$ cat src/rtl/synth_timer_pkg.sv
// Shared types and constants for the synth period timer.
// Also provides the saturation helper used by the counter.
package synth_timer_pkg;

  typedef enum logic [1:0] {
    ST_IDLE,
    ST_ARMED,
    ST_MEASURE
  } state_e;

  localparam int TIMER_WIDTH = 24;
  localparam int TIMER_SYNC  = 2;

  // All-ones value for a counter of width w (w <= 32).
  function automatic logic [31:0] sat_ones(input int w);
    if (w >= 32) return '1;
    return (32'd1 << w) - 32'd1;
  endfunction

endpackage

$ cat src/rtl/sync_edge_detect.sv
// Multi-flop synchronizer with a one-cycle rising-edge pulse.
// Reused for any asynchronous synth control input.
module sync_edge_detect #(
  parameter int STAGES = 2
) (
  input  logic clk,
  input  logic reset_n,
  input  logic async_i,
  output logic rise_o
);

  logic [STAGES-1:0] sync_q;
  logic              last_q;

  always_ff @(posedge clk or negedge reset_n) begin
    if (!reset_n) begin
      sync_q <= '0;
      last_q <= 1'b0;
    end else begin
      sync_q <= {sync_q[STAGES-2:0], async_i};
      last_q <= sync_q[STAGES-1];
    end
  end

  assign rise_o = sync_q[STAGES-1] & ~last_q;

endmodule

$ cat src/rtl/synth_period_timer.sv
// Measures prescaled ticks between event edges and holds the
// last complete period stable for the HPS timer PIO.
module synth_period_timer
  import synth_timer_pkg::*;
#(
  parameter int WIDTH       = TIMER_WIDTH,
  parameter int PRESCALE    = 1,
  parameter int SYNC_STAGES = TIMER_SYNC
) (
  input  logic             clk,
  input  logic             reset_n,
  input  logic             enable,
  input  logic             clear,
  input  logic             event_in,
  output logic [WIDTH-1:0] timer_out,
  output logic             valid,
  output logic             capture,
  output logic             overflow
);

  localparam int PW = (PRESCALE > 1) ? $clog2(PRESCALE) : 1;
  localparam logic [WIDTH-1:0] CNT_MAX = WIDTH'(sat_ones(WIDTH));
  localparam logic [PW-1:0] PS_LAST = PW'(PRESCALE - 1);

  state_e           state_q, state_d;
  logic [WIDTH-1:0] cnt_q, cnt_d, cnt_next;
  logic [WIDTH-1:0] tout_q, tout_d;
  logic [PW-1:0]    ps_q, ps_d;
  logic             valid_q, valid_d;
  logic             cap_q, cap_d;
  logic             ovf_q, ovf_d;
  logic             evt, tick;

  sync_edge_detect #(
    .STAGES(SYNC_STAGES)
  ) u_sync (
    .clk    (clk),
    .reset_n(reset_n),
    .async_i(event_in),
    .rise_o (evt)
  );

  assign tick = (state_q == ST_MEASURE) && (ps_q == PS_LAST);
  assign cnt_next = (cnt_q == CNT_MAX) ? CNT_MAX
                  : cnt_q + WIDTH'(tick);

  always_comb begin
    state_d = state_q;
    cnt_d   = cnt_q;
    ps_d    = ps_q;
    tout_d  = tout_q;
    valid_d = valid_q;
    ovf_d   = ovf_q;
    cap_d   = 1'b0;
    if (clear) begin
      state_d = enable ? ST_ARMED : ST_IDLE;
      cnt_d   = '0;
      ps_d    = '0;
      tout_d  = '0;
      valid_d = 1'b0;
      ovf_d   = 1'b0;
    end else if (!enable) begin
      state_d = ST_IDLE;
      cnt_d   = '0;
      ps_d    = '0;
    end else begin
      unique case (state_q)
        ST_IDLE: begin
          cnt_d   = '0;
          ps_d    = '0;
          state_d = ST_ARMED;
        end
        ST_ARMED: begin
          cnt_d = '0;
          ps_d  = '0;
          if (evt) state_d = ST_MEASURE;
        end
        ST_MEASURE: begin
          cnt_d = cnt_next;
          ps_d  = tick ? '0 : ps_q + 1'b1;
          if (cnt_next == CNT_MAX) ovf_d = 1'b1;
          // Closing edge also opens the next period.
          if (evt) begin
            tout_d  = cnt_next;
            cap_d   = 1'b1;
            valid_d = 1'b1;
            cnt_d   = '0;
            ps_d    = '0;
          end
        end
        default: state_d = ST_IDLE;
      endcase
    end
  end

  always_ff @(posedge clk or negedge reset_n) begin
    if (!reset_n) begin
      state_q <= ST_IDLE;
      cnt_q   <= '0;
      ps_q    <= '0;
      tout_q  <= '0;
      valid_q <= 1'b0;
      cap_q   <= 1'b0;
      ovf_q   <= 1'b0;
    end else begin
      state_q <= state_d;
      cnt_q   <= cnt_d;
      ps_q    <= ps_d;
      tout_q  <= tout_d;
      valid_q <= valid_d;
      cap_q   <= cap_d;
      ovf_q   <= ovf_d;
    end
  end

  assign timer_out = tout_q;
  assign valid     = valid_q;
  assign capture   = cap_q;
  assign overflow  = ovf_q;

endmodule

$ cat config.mk
export PLATFORM = sky130hd
export DESIGN_NAME = synth_period_timer
export DESIGN_NICKNAME = d
export VERILOG_FILES = /design/src/rtl/synth_timer_pkg.sv /design/src/rtl/sync_edge_detect.sv /design/src/rtl/synth_period_timer.sv
export SDC_FILE = /design/constraint.sdc
export NUM_CORES = 1
export LEC_CHECK = 0
export ABC_AREA = 1
export BUFFER_PORTS_ARGS = -buffer_cell sky130_fd_sc_hd__clkbuf_2
export CORE_UTILIZATION = 52
export CTS_BUF_LIST = sky130_fd_sc_hd__clkbuf_8
export DETAILED_ROUTE_END_ITERATION = 8
export GPL_TIMING_DRIVEN = 0
export PLACE_DENSITY = 0.85
export SYNTH_ARGS = -nofsm -noshare
export SYNTH_HDL_FRONTEND = slang
export SYNTH_SLANG_ARGS = --single-unit
$ cat constraint.sdc
create_clock -name clk -period 2 [get_ports clk]
set_input_delay 0.1 -clock clk [delete_from_list [all_inputs] [get_ports clk]]
set_output_delay 0.1 -clock clk [all_outputs]
set_load 0.01 [all_outputs]
==> results of run 1 <==
==> cell usage in the layout, fill, tap and decap left out, types with 3 or more instances in the layout <==
master,netlist,final
nand2_4,3,5
o21ai_0,31,25
clkbuf_1,8,5
a21oi_1,5,5
nand2_1,105,97
nand3_1,33,28
nand2_2,6,12
dlygate4sd3_1,0,4
clkbuf_2,0,33
clkbuf_8,0,10
nand3_2,3,8
inv_1,67,62
o21ai_1,0,4
nor2_4,5,11
nor2_2,6,9
clkinvlp_4,0,4
o21ai_2,2,4
buf_6,1,4
nor2_1,47,38
buf_4,0,12
inv_2,0,3
o22ai_1,24,23
dfrtp_1,57,57
==> layer usage <==
layer | wire length (µm) | vias up
met5 | 0 | -
met4 | 243 | 0
met3 | 478 | 36
met2 | 4200 | 131
met1 | 3410 | 1462
li1 | - | 1443
==> through the flow <==
| stage | worst slack (ps) | setup TNS, ps |
|---|---|---|
| finish | -222 | -362 |
| floorplan | 22.1 | 0 |
| CTS | -191 | -191 |
| global placement | -361 | -449 |
| detailed placement | -362 | -670 |
| global route | -322 | -1800 |
==> sequential cells by signal, indices dropped and copies added (netlist names) <==
register and count:
cnt_q 24, timer_out 24, state_q 2, u_sync.sync_q 2, capture 1, overflow 1
ps_q 1, u_sync.last_q 1, valid 1
==> report_power, final <==
group	total (W)	leakage [nW]	switching (W)	internal (W)
Combinational	0.0000783	0.898	0.0000558	0.0000225
Sequential	0.00116	0.787	0.00000348	0.00116
Clock	0.00124	0.105	0.000506	0.000736
==> critical path, cell delays in order (launching register included) <==
cell	delay, ps
dfrtp_1	390
nor3_2	190
ha_2	240
inv_1	80
nor2_4	160
nand2_4	90
nor2_4	150
buf_4	130
nand3_1	60
nand2_1	80
nor2_1	60
nor2_1	100
nand2_1	70
nor2_1	140
nand2_2	90
a21oi_2	120
==> kinds of logic after synthesis <==
kind of cell | synth area share [%]
AND/OR/NAND/NOR | 31.3
AO/OA/AOI/OAI | 11.9
adder cells (fa/ha/maj) | 0.804
XOR/XNOR | 0.563
flip-flops | 45.8
buffers and inverters | 9.53
==> cell type report <==
type / instances / area, µm² / share of cell area (%)
timing repair buffer: 49 / 314 / 8.06
inverter: 68 / 262 / 6.71
clock buffer: 10 / 138 / 3.53
tap: 72 / 90.1 / 2.31
multi-input combinational: 282 / 1530 / 39.3
clock inverter: 6 / 91.3 / 2.34
sequential: 57 / 1430 / 36.6
buffer: 9 / 45.0 / 1.16
==> worst paths after layout <==
kind | endpoint | cells after the start
min | state_q[0]$_DFFE_PN0P_ | 2
max | overflow$_DFFE_PN0P_ | 15
min in group asynchronous | timer_out[3]$_DFFE_PN0P_ | 2
min reg2reg | u_sync.sync_q[1]$_DFF_PN0_ | 0
max in group asynchronous | timer_out[1]$_DFFE_PN0P_ | 2
max reg2reg | overflow$_DFFE_PN0P_ | 15
==> repair_timing <==
action | in CTS | in global routing
buffers inserted | 8 | 6
endpoints found under the hold margin | 3 | 57
hold buffers | 3 | 1
resized for setup | 14 | 40
gates cloned | 0 | 0
endpoints found under the setup margin | 14 | 36
pin swaps | 14 | 20
==> impl_metrics.json, run 1 <==
{
  "status": "finished with violations",
  "violations": "negative setup slack",
  "worstSetupPathType": "reg -> reg",
  "area_delta_synth_final_pct": 25.2,
  "top_usage_layer": "met2",
  "async_flop_share_pct": 100,
  "coreArea_mm2": 0.00564,
  "clock.fmax_ghz": 0.450,
  "syn-num-nets": 423,
  "crit_start": "state_q[0]$_DFFE_PN0P_",
  "post-route-util_pct": 69.1,
  "start_util_pct": 55.2,
  "drt_wl_total_mm": 8.33,
  "antenna_found_initial": 0,
  "setup_slack_ps": -222,
  "clk_pin_slew_ps": 70,
  "p_leak_nw": 1.79,
  "numCtsBuffers": 9,
  "grtUsageMet1_pct": 35.5,
  "power_density_mw_per_mm2": 637,
  "worstMarginPinSlew_ps": 714,
  "die_x_um": 79.4,
  "die_y_um": 79.4,
  "arrival_ps": 2500,
  "slew_headroom_pct": 52.4,
  "critical_path.endpoint_type": "flip-flop",
  "power_w": 0.00248,
  "ys.flop_type": "dfrtp_1",
  "maxCapViolations": 0,
  "worst_r2r_startpoint": "state_q[0]$_DFFE_PN0P_",
  "place_inst": 519,
  "drv_slew": 0,
  "route.detailed.drc": 0,
  "grt_pass1_wl_mm": 13.5,
  "yosysWarnings": 0,
  "yosysSeqAreaShare_pct": 45.8,
  "grt-ovfl-total": 0,
  "nFillCells": 430,
  "placed_area_mm2": 0.00337,
  "synth.area.top_cells": "dfrtp_1 46%, nand2_1 13%, inv_1 8.1%, nor2_1 5.7%, nand3_1 5.3%",
  "ys_top_cells_by_count": "105 x nand2_1, 67 x inv_1, 57 x dfrtp_1",
  "portBuffers": 31,
  "instances_no_fill": 553,
  "synth_top_cell_area_share_pct": 45.8,
  "synthCells": 416,
  "whs_ps": 15.2,
  "tritoncts": "yes",
  "ys_seq_elements": 57,
  "critPathMaxFanout": 4,
  "yosysUniqueCellTypes": 27,
  "rsz0062_at_grt": "yes",
  "post-synth-top-area-cell": "dfrtp_1",
  "n_antenna_cell": 0,
  "synth.avg_cell_area_um2": 7.48,
  "drt-pass1-iter-count": 5,
  "cts_buffer_depth": 2,
  "drt.antenna.violating_nets": 0,
  "dieArea_mm2": 0.00630,
  "finalCritPeriodShare_pct": 111,
  "nNetsFinal": 483,
  "clock_sinks": 57,
  "met2_usage_pct": 47.1,
  "io_pins": 32,
  "avgViaCountPerCell": 5.56,
  "groute.usage.overall_pct": 28.5,
  "yosysMostFrequentCell": "nand2_1",
  "hold_violations": 0,
  "design_area_mm2": 0.00390,
  "clk_latency_ps": 350,
  "hp-start": "enable",
  "grt_start_max_net_pins": 58,
  "cts.htree.levels": 3,
  "reg2reg_slack_ps": -220,
  "cp-start-kind": "flip-flop",
  "wire_per_inst_um": 15.1,
  "worstPathRequired_ps": 2280,
  "setup_viol": 6,
  "synth_edf_count": 0,
  "gp_congestion": 0.907,
  "grt_pass1_vias": 2964,
  "ir_drop_mv": 0.833,
  "drive_above_1_share_pct": 26.0,
  "clock_skew_ps": 8.69,
  "period_needed_ps": 2220,
  "first_iter_violations": 271,
  "met3_usage_pct": 6.44,
  "num_rows": 27,
  "cts-root-buf": "clkbuf_8",
  "netlist_area_mm2": 0.00311,
  "hold_class": "in -> reg",
  "dp_hpwl_mm": 5.45,
  "vias": 3072
}
Note: power is estimated with default switching activity, not from simulation.
==> run 2: changes to the inputs <==
--- a/config.mk
+++ b/config.mk
@@ -11,7 +11,7 @@
 export CTS_BUF_LIST = sky130_fd_sc_hd__clkbuf_8
 export DETAILED_ROUTE_END_ITERATION = 8
 export GPL_TIMING_DRIVEN = 0
-export PLACE_DENSITY = 0.85
+export PLACE_DENSITY = 0.82
 export SYNTH_ARGS = -nofsm -noshare
 export SYNTH_HDL_FRONTEND = slang
 export SYNTH_SLANG_ARGS = --single-unit
==> constraint.sdc (replaced) <==
create_clock -name clk -period 2.1 [get_ports clk]
set_input_delay 0.105 -clock clk [delete_from_list [all_inputs] [get_ports clk]]
set_output_delay 0.105 -clock clk [all_outputs]
set_load 0.01 [all_outputs]
==> impl_metrics.json, run 2 (same netlist as run 1, synthesis figures left out) <==
{
  "cp-start-kind": "flip-flop",
  "gp_congestion": 0.900,
  "grt_start_max_net_pins": 38,
  "critPathMaxFanout": 5,
  "area_delta_synth_final_pct": 20.5,
  "drt_wl_total_mm": 7.70,
  "clock_skew_ps": 9.09,
  "avgViaCountPerCell": 5.34,
  "drive_above_1_share_pct": 21.2,
  "swShare_pct": 23.4,
  "worstPathRequired_ps": 2370,
  "grt-ovfl-total": 0,
  "clk_latency_ps": 340,
  "design_area_mm2": 0.00375,
  "grt_pass1_wl_mm": 13.1,
  "period_needed_ps": 2220,
  "placed_area_mm2": 0.00338,
  "violations": "negative setup slack",
  "antenna_found_initial": 0,
  "finalCritPeriodShare_pct": 106,
  "status": "finished with violations",
  "p_leak_nw": 1.70,
  "power_switching_w": 0.000523,
  "arrival_ps": 2490,
  "n_antenna_cell": 0,
  "ir_drop_mv": 0.404,
  "dp_hpwl_mm": 5.62,
  "die_x_um": 79.4,
  "drt-pass1-iter-count": 6,
  "coreArea_mm2": 0.00564,
  "vias": 2928,
  "power_frac_comb_pct": 3.3,
  "rsz0062_at_grt": "yes",
  "num_rows": 27,
  "p_seq_share_pct": 49.6,
  "wire_per_inst_um": 14.1,
  "cts.htree.levels": 3,
  "nFillCells": 485,
  "power_density_mw_per_mm2": 595,
  "slew_headroom_pct": 62.8,
  "met2_usage_pct": 45.2,
  "internal-power_w": 0.00171,
  "hold_violations": 0,
  "nNetsFinal": 478,
  "hold_class": "in -> async",
  "numCtsBuffers": 9,
  "start_util_pct": 55.2,
  "setup_slack_ps": -121,
  "met3_usage_pct": 6.44,
  "top_usage_layer": "met2",
  "clk_pin_slew_ps": 70,
  "layout_common_cells": "102 x nand2_1, 64 x inv_1, 57 x dfrtp_1",
  "clock_sinks": 57,
  "drt.antenna.violating_nets": 0,
  "cts_buffer_depth": 2,
  "maxCapViolations": 0,
  "layout_commonest_cell": "nand2_1",
  "route.detailed.drc": 0,
  "cts-root-buf": "clkbuf_8",
  "grtUsageMet1_pct": 35.8,
  "clock.fmax_ghz": 0.450,
  "finalSetupTns_ps": -121,
  "critical_path.endpoint_type": "flip-flop",
  "grt_pass1_vias": 2798,
  "io_pins": 32,
  "groute.usage.overall_pct": 27.5,
  "dieArea_mm2": 0.00630,
  "p_clk_share_pct": 47.1,
  "setup_viol": 1,
  "worstMarginPinSlew_ps": 558,
  "drv_slew": 0,
  "first_iter_violations": 240,
  "tritoncts": "yes",
  "worstSetupPathType": "reg -> reg",
  "portBuffers": 31,
  "die_y_um": 79.4,
  "reg2reg_depth": 15
}
==> run 2: cell types whose count changed in the layout (fill, tap and decap cells not counted), moves of 4 or more <==
| cell | before | now |
|---|---|---|
| buf_4 | 12 | 8 |
| nand2_1 | 97 | 102 |
| o21ai_0 | 25 | 31 |
| o21ai_1 | 4 | 0 |
==> run 2: power by group through the flow <==
stage,Clock (W),Sequential [W],Combinational (W)
2_1_floorplan,0,0.00113,0.0000227
3_3_place_gp,0,0.00113,0.0000565
3_5_place_dp,0,0.00113,0.0000622
4_1_cts,0.00107,0.00111,0.0000741
5_1_grt,0.00112,0.00111,0.0000848
6_report,0.00105,0.00111,0.0000730
==> run 2: final timing paths <==
| kind | startpoint | end | slack (ps) |
|---|---|---|---|
| max | ps_q$_DFFE_PN0P_ | overflow$_DFFE_PN0P_ | -120 |
| min | reset_n | cnt_q[21]$_DFFE_PN0P_ | 280 |
| max reg2reg | ps_q$_DFFE_PN0P_ | overflow$_DFFE_PN0P_ | -120 |
| min reg2reg | u_sync.sync_q[0]$_DFF_PN0_ | u_sync.sync_q[1]$_DFF_PN0_ | 350 |
| max in group asynchronous | reset_n | cnt_q[22]$_DFFE_PN0P_ | 1230 |
| min in group clk | u_sync.sync_q[0]$_DFF_PN0_ | u_sync.sync_q[1]$_DFF_PN0_ | 350 |
==> run 2: cell type report <==
| cell class | count | area, µm² | area share (%) |
|---|---|---|---|
| Buffer | 9 | 41.3 | 1.10 |
| Tap cell | 72 | 90.1 | 2.40 |
| Sequential cell | 57 | 1430 | 38.0 |
| Clock buffer | 10 | 138 | 3.67 |
| Multi-Input combinational cell | 282 | 1460 | 38.8 |
| Clock inverter | 6 | 67.6 | 1.80 |
| Timing Repair Buffer | 44 | 275 | 7.34 |
| Inverter | 68 | 255 | 6.81 |
==> run 2: worst max-delay path, cell delays in order (launching register included) <==
cell and delay [ps]:
dfrtp_1 380, nor3_2 200, ha_2 240, ha_4 150, inv_2 40, nor2_4 180
nand2_2 120, nor2_2 130, nand2_1 60, nand2_1 80, nor2_2 50, nor2_1 130
nand2_1 80, nor2_2 120, nand2_2 80, a21oi_2 110
==> run 2: per-stage QoR <==
stage | hold WS, ps | utilization [%] | cells | total power (W) | worst slack [ps]
after floorplan | -191 | - | 416 | 0.00115 | 85.4
after global placement | 214 | 59.5 | 519 | 0.00119 | -333
after detailed placement | 117 | 59.9 | 520 | 0.00119 | -405
after CTS | 294 | 66.2 | 548 | 0.00225 | -59.9
after global routing | 337 | 66.5 | 548 | 0.00232 | -283
final | 284 | 66.5 | 548 | 0.00223 | -121
==> run 2: metal layers <==
| layer | routed length, µm | vias to the layer above |
|---|---|---|
| met5 | 0 | - |
| li1 | - | 1439 |
| met3 | 361 | 12 |
| met4 | 115 | 0 |
| met2 | 3820 | 88 |
| met1 | 3410 | 1389 |
==> run 2: repair_timing <==
item | in CTS | in global routing
gates resized for setup | 17 | 4
hold buffers | 4 | 0
setup endpoints to repair | 13 | 3
hold endpoints to repair | 24 | 0
setup buffers | 8 | 0
cloned | 0 | 0
pin swaps | 9 | 1
